`config.mk`:
```
export PLATFORM = sky130hd
export DESIGN_NAME = data_mem_mmio
export DESIGN_NICKNAME = d
export VERILOG_FILES = /design/src/rtl/data_mem_mmio.sv
export SDC_FILE = /design/constraint.sdc
export NUM_CORES = 2
export LEC_CHECK = 0
export ABC_AREA = 1
export CORE_UTILIZATION = 55
export CTS_CLUSTER_DIAMETER = 150
export DETAILED_ROUTE_END_ITERATION = 16
export PLACE_DENSITY = 0.71
export SLEW_MARGIN = 20
export SYNTH_ARGS = -nofsm -noshare
export SYNTH_HDL_FRONTEND = slang
export SYNTH_SLANG_ARGS = --single-unit
```
`constraint.sdc`:
```
create_clock -name CLK -period 10.6 [get_ports CLK]
set_input_delay 1.06 -clock CLK [delete_from_list [all_inputs] [get_ports CLK]]
set_output_delay 1.06 -clock CLK [all_outputs]
set_load 0.005 [all_outputs]
```
`src/rtl/data_mem_mmio.sv`:
```
// rtl/data_mem_mmio.sv - data RAM plus MMIO page (LED, switches, timer) for the single-cycle core
// Timer block (TCOUNT/TCMP/TSTAT, TimerIrq) is present only when MMIO_TIMER_EN is defined.
module data_mem_mmio #(
    parameter logic [31:0] DMEM_BASE  = 32'h0000_0800,
    parameter int          DMEM_DEPTH = 128,
    parameter int          LED_W      = 16,
    parameter int          SW_W       = 16
) (
    input  logic             CLK,
    input  logic             Reset,
    input  logic             MemWrite,
    input  logic [31:0]      ALUResult,
    input  logic [31:0]      WriteData,
    input  logic [SW_W-1:0]  Switches,
    output logic [31:0]      ReadData,
    output logic [LED_W-1:0] LED,
    output logic             TimerIrq
);
    localparam int          AW        = $clog2(DMEM_DEPTH);
    localparam logic [31:0] DMEM_END  = DMEM_BASE + 32'(4 * DMEM_DEPTH);
    localparam logic [31:0] ADDR_LED  = 32'hFFFF_0000;
    localparam logic [31:0] ADDR_SW   = 32'hFFFF_0004;
`ifdef MMIO_TIMER_EN
    localparam logic [31:0] ADDR_TCNT = 32'hFFFF_0008;
    localparam logic [31:0] ADDR_TCMP = 32'hFFFF_000C;
    localparam logic [31:0] ADDR_TST  = 32'hFFFF_0010;
`endif

    logic [31:0]     mem [DMEM_DEPTH];
    logic [SW_W-1:0] sw_meta;
    logic [SW_W-1:0] sw_sync;
    logic            ram_hit;
    logic [AW-1:0]   ram_idx;
    logic [31:0]     word_addr;

    assign ram_hit   = (ALUResult >= DMEM_BASE) && (ALUResult < DMEM_END);
    assign ram_idx   = AW'((ALUResult - DMEM_BASE) >> 2);
    assign word_addr = {ALUResult[31:2], 2'b00};

    // RAM has no reset; contents are undefined until stored.
    always_ff @(posedge CLK) begin
        if (MemWrite && ram_hit) begin
            mem[ram_idx] <= WriteData;
        end
    end

    always_ff @(posedge CLK) begin
        if (Reset) begin
            LED     <= '0;
            sw_meta <= '0;
            sw_sync <= '0;
        end else begin
            sw_meta <= Switches;
            sw_sync <= sw_meta;
            if (MemWrite && (word_addr == ADDR_LED)) begin
                LED <= WriteData[LED_W-1:0];
            end
        end
    end

`ifdef MMIO_TIMER_EN
    logic [31:0] tcount;
    logic [31:0] tcmp;
    logic        match_flag;
    logic        match;
    logic        clr_req;

    assign match   = (tcmp != 32'h0) && (tcount == tcmp);
    assign clr_req = MemWrite && (word_addr == ADDR_TST) && WriteData[0];

    always_ff @(posedge CLK) begin
        if (Reset) begin
            tcount     <= '0;
            tcmp       <= '0;
            match_flag <= 1'b0;
        end else begin
            tcount <= (MemWrite && (word_addr == ADDR_TCNT)) ? WriteData : tcount + 32'd1;
            if (MemWrite && (word_addr == ADDR_TCMP)) begin
                tcmp <= WriteData;
            end
            // A match set on the same edge as a clear wins.
            if (match) begin
                match_flag <= 1'b1;
            end else if (clr_req) begin
                match_flag <= 1'b0;
            end
        end
    end

    assign TimerIrq = match_flag;
`else
    assign TimerIrq = 1'b0;
`endif

    always_comb begin
        ReadData = 32'h0;
        if (ram_hit) begin
            ReadData = mem[ram_idx];
        end else begin
            case (word_addr)
                ADDR_LED:  ReadData[LED_W-1:0] = LED;
                ADDR_SW:   ReadData[SW_W-1:0]  = sw_sync;
`ifdef MMIO_TIMER_EN
                ADDR_TCNT: ReadData = tcount;
                ADDR_TCMP: ReadData = tcmp;
                ADDR_TST:  ReadData = {31'h0, match_flag};
`endif
                default:   ReadData = 32'h0;
            endcase
        end
    end
endmodule

```
After elaboration in Yosys (flattened, before gate mapping)
Memories as Yosys holds them, arrays and structs flattened.
Cells that the tools add are included.

word-level totals
  word-level logic and storage cells = 16
  output and inout port bits = 49
  register bits after elaboration = 48
  input bits = 83
  memory bits (writable) = 4096
  memories = 1

operators by class
  muxes and demuxes = 4
  reductions and logical operators = 3
  add/subtract/negate cells = 1
  order comparisons = 2
  equal/unequal tests = 2

memory list
  memory  words  bits a word  rd ports  clocked after memory_dff  wr ports  line  RTL
  mem     128    32           1         0                         1         29    logic [31:0] mem [DMEM_DEPTH];

operators by type and width
  kind                                                    number
  == test 30 bit (second input constant)                  2
  >= comparator 32 x 12 -> 1 bit (second input constant)  1
  < comparator 32 x 12 -> 1 bit (second input constant)   1
  2-to-1 mux 32 bit                                       1
  one-hot mux 16 bit (2 select lines)                     1
  subtractor 9 x 1 -> 9 bit (second input constant)       1
  logical AND 1 bit                                       3
  2-to-1 mux 1 bit                                        2

Logic depth before layout (Yosys ltp)
  depth in word-level cells = 5
  mapped depth = 15
  gate-level depth less buffers = 11

Worst setup path before layout
OpenSTA, ideal clock, no wires.

  path type = input port to flip-flop
  start point = input ALUResult[9]
  end point = memory mem[103][0], enable pin
  path slack = 6.447 ns
  buffers on the path = 1
  required time = 10.179 ns
  cell stages on the path = 7
  library setup time = 0.421 ns
  data arrival time = 3.731 ns
  cell sequence = or2_1 -> nor3b_2 -> nand4_4 -> nor2_8 -> nand4_4 -> buf_6 -> nor2_1

between the ends
  cells in the longest elaborated chain, start to end = 5
  elaborated cells on any way between the ends = 6
  those cells by class = 2 x order compare; 2 x mux; 2 x reduce/logical

RTL lines
  what                                                                                    line  RTL
  start: declaration                                                                      12    input logic [31:0] ALUResult,
  >= comparator 32 x 12 -> 1 bit / < comparator 32 x 12 -> 1 bit (equally long branches)  36    assign ram_hit = (ALUResult >= DMEM_BASE) && (ALUResult < DMEM_END);
  logical AND 1 bit *                                                                     36
  logical AND 1 bit *                                                                     42    if (MemWrite && ram_hit) begin
  2-to-1 mux 1 bit *                                                                      42
  2-to-1 mux 1 bit (implied by the code) *                                                43    mem[ram_idx] <= WriteData;
  end: declaration                                                                        29

Mark *: on every way between the ends. The rest lies on a longest branch, timed or not.

Final worst setup path
  start point = input ALUResult[2]
  end point = output ReadData[15]

between the ends
  cells in the longest elaborated chain, start to end = 3
  elaborated cells on any way between the ends = 9
  those cells by class = 1 x add/sub; 2 x order compare; 2 x eq/ne; 2 x mux; 1 x reduce/logical; 1 x memory

RTL lines
  what                                                line  RTL
  subtractor 9 x 1 -> 9 bit (tied with other cells)   37    assign ram_idx = AW'((ALUResult - DMEM_BASE) >> 2);
  memory read (128 x 32 bit) (tied with other cells)  -
  2-to-1 mux 32 bit *                                 97    if (ram_hit) begin
  end: declaration                                    15    output logic [31:0] ReadData,

Marked as above.

==> reports/metrics.csv <==
metric,value,unit
status,finished clean,
max-cap-violations,0,
path_class,primary input to output port,
crit_path_end_kind,output port,
tns,0,ns
fin_worst_skew,0.01037,ns
postCtsHoldBufs,0,
synth_cell_types,35,
fp-row-count,201,
path_buf_inv,6,
cts_made_buffers,405,
slew_headroom,0.1249,
cp_cell_sequence,buf_8 > inv_16 > buf_12 > buf_4 > nand2_1 > nand3_1 > nand4_1 > nand3_1 > nand2_1 > o21ai_0 > buf_4 > nand3_1 > nor2_1 > nor2_1 > clkdlybuf4s50_1,
gp_congestion,0.8641,
max-clock-path-buffers,4,
cpMostUsedCell,nand3_1,
grt_max_degree,159,
arrival,6.28,ns
vias_per_cell,6.022,
syn_area_per_cell,12.25,sq um
yosysWarnings,0,
ios,132,
die-area,0.3034,sq mm
setup_viol,0,
clkTransAtPathRegs,0.06,ns
fmax,136.2,MHz
first_pass_iters,7,
clock_latency,0.96,ns
crit_path_start_kind,primary input,
hp-class,flop to flop,
yosysTopAreaCell,edfxtp_1,
start_util,0.5526,
synth_area_leaders,"edfxtp_1 (74%), nand2_1 (7.7%), nand3_1 (5.3%), nor2_1 (2.8%), inv_1 (1.8%)",
crit_path_max_incr_delay,0.99,ns
ant_nets,0,
wl_per_cell,26.39,um
coreArea,0.2998,sq mm
mostFrequentLayoutCell,edfxtp_1,
cts_resized,0,
synth_top_area_share,0.7424,
gr-total-overflow,0,
htree_num_levels,5,
power_leakage,0.06531,uW
cts-root-buf,clkbuf_16,
drive_gt1_frac,0.08664,
crit_family,buffers and inverters,
totalWireLength,470800,um
slew_viol_final,0,
worstMarginPinSlew,1.299,ns
layout_common_cells,"edfxtp_1 (4096), nand2_1 (3407), nand3_1 (1741), nor2_1 (1091), inv_1 (792)",
hold_ws,0.3991,ns
fin_nets,13630,
grt_util_all_layers,0.3067,
worstPathMaxFanout,158,
synth_area,0.1657,sq mm
rsz0062_at_grt,no,
synthCells,13520,
cts_tree,yes,
vias,107400,
drcViolationCount,0,
syn_nets,13600,
postCtsSetupRepairBufs,0,
ir_worst_vdd,0.1592,mV
antenna_found_initial,26,
die-width,550.8,um
syn2layout_area_growth,11.57,%
die_h,550.8,um
cts_sinks,4144,
hpwlAfterDp,250900,um
grt_pass1_wl,675700,um
grt_pass1_vias,100300,
ys_seq_area_frac,0.7482,
cpMaxStageDelayCell,buf_4,
post-route-period-util,0.6925,
portBuffers,128,
p_per_area,184.5,mW/mm^2
ys_ff_latch,4144,
final_hold_viol_count,0,
crit_required,9.54,ns
layout_min_cycle_time,7.340,ns
drt_iter0_markers,15390,
-- where the power goes --
group / leakage [uW] / internal [uW] / switching (uW)
clock network: 0.00641 / 8160 / 6110
logic: 0.0217 / 400 / 1420
registers: 0.0372 / 18000 / 2.15
-- final timing paths --
check               startpoint  slack [ns]  depth (start not counted)           end
hold / removal     sw_meta[12]        0.40                          2   sw_sync[12]
setup / recovery  ALUResult[2]        3.26                         15  ReadData[15]
hold reg to reg    sw_meta[12]        0.40                          2   sw_sync[12]
setup reg to reg       LED[12]        9.90                          2       LED[12]
-- cells in the mapped netlist, drive strengths merged --
master,number
edfxtp,4096
nand2,3411
nand3,1744
nor2,1229
inv,797
buf,484
o21ai,359
clkbuf,316
o211ai,279
a21oi,241
nand4,179
or2,150
o2111ai,148
dfxtp,48
nor3,18
nand3b,13
nor4,4
clkinv,2
conb,1
nor3b,1
-- per-layer routing --
metal	GRT usage	part of all wire
met3	0.06116	0.12
met1	0.4250	0.37
met5	0	0.00012
met2	0.4688	0.45
met4	0.1486	0.051
-- stage by stage --
stage / setup slack, ns / power (uW) / cell area, sq um / utilization / instances
floorplan: 6.447 / 19270 / 165700 / - / 13520
global placement: 3.601 / 20100 / 171800 / 0.5729 / 17090
detailed placement: 3.590 / 20130 / 171800 / 0.5729 / 17090
CTS: 3.559 / 34110 / 184800 / 0.6164 / 17830
global route: 3.206 / 34860 / 184800 / 0.6165 / 17830
finish: 3.260 / 34100 / 184800 / 0.6165 / 17840
-- flip-flops by register name, indices dropped and copies added, names as in the netlist --
name     count
LED         16
sw_sync     16
sw_meta     16
mem       4096
-- tightest hold or removal path, cell delays in order, from the launching register on --
cell and delay [ns]:
dfxtp_1 0.29, inv_1 0.04, nor2_1 0.03
-- cell type report --
class	count	area, sq um
flip-flops and latches	4144	124000
fillers	22030	115000
multi-input cells	7777	36030
clock buffers	478	10630
well taps	3958	4952
repair buffers	416	3799
inverters	799	3044
clock inverters	260	2395
diodes	6	15.01
-- kinds of logic (layout without fill, tap and decap cells) --
logic type | Yosys count | count (layout) | synth area share
AND/OR/NAND/NOR | 6749 | 6749 | 0.1727
flip-flops | 4144 | 4144 | 0.7482
buffers and inverters | 1599 | 1953 | 0.04044
AO/OA/AOI/OAI | 1027 | 1027 | 0.03859
other | 1 | 7 | 0.00002264
Power figures use the tool's default switching activity.
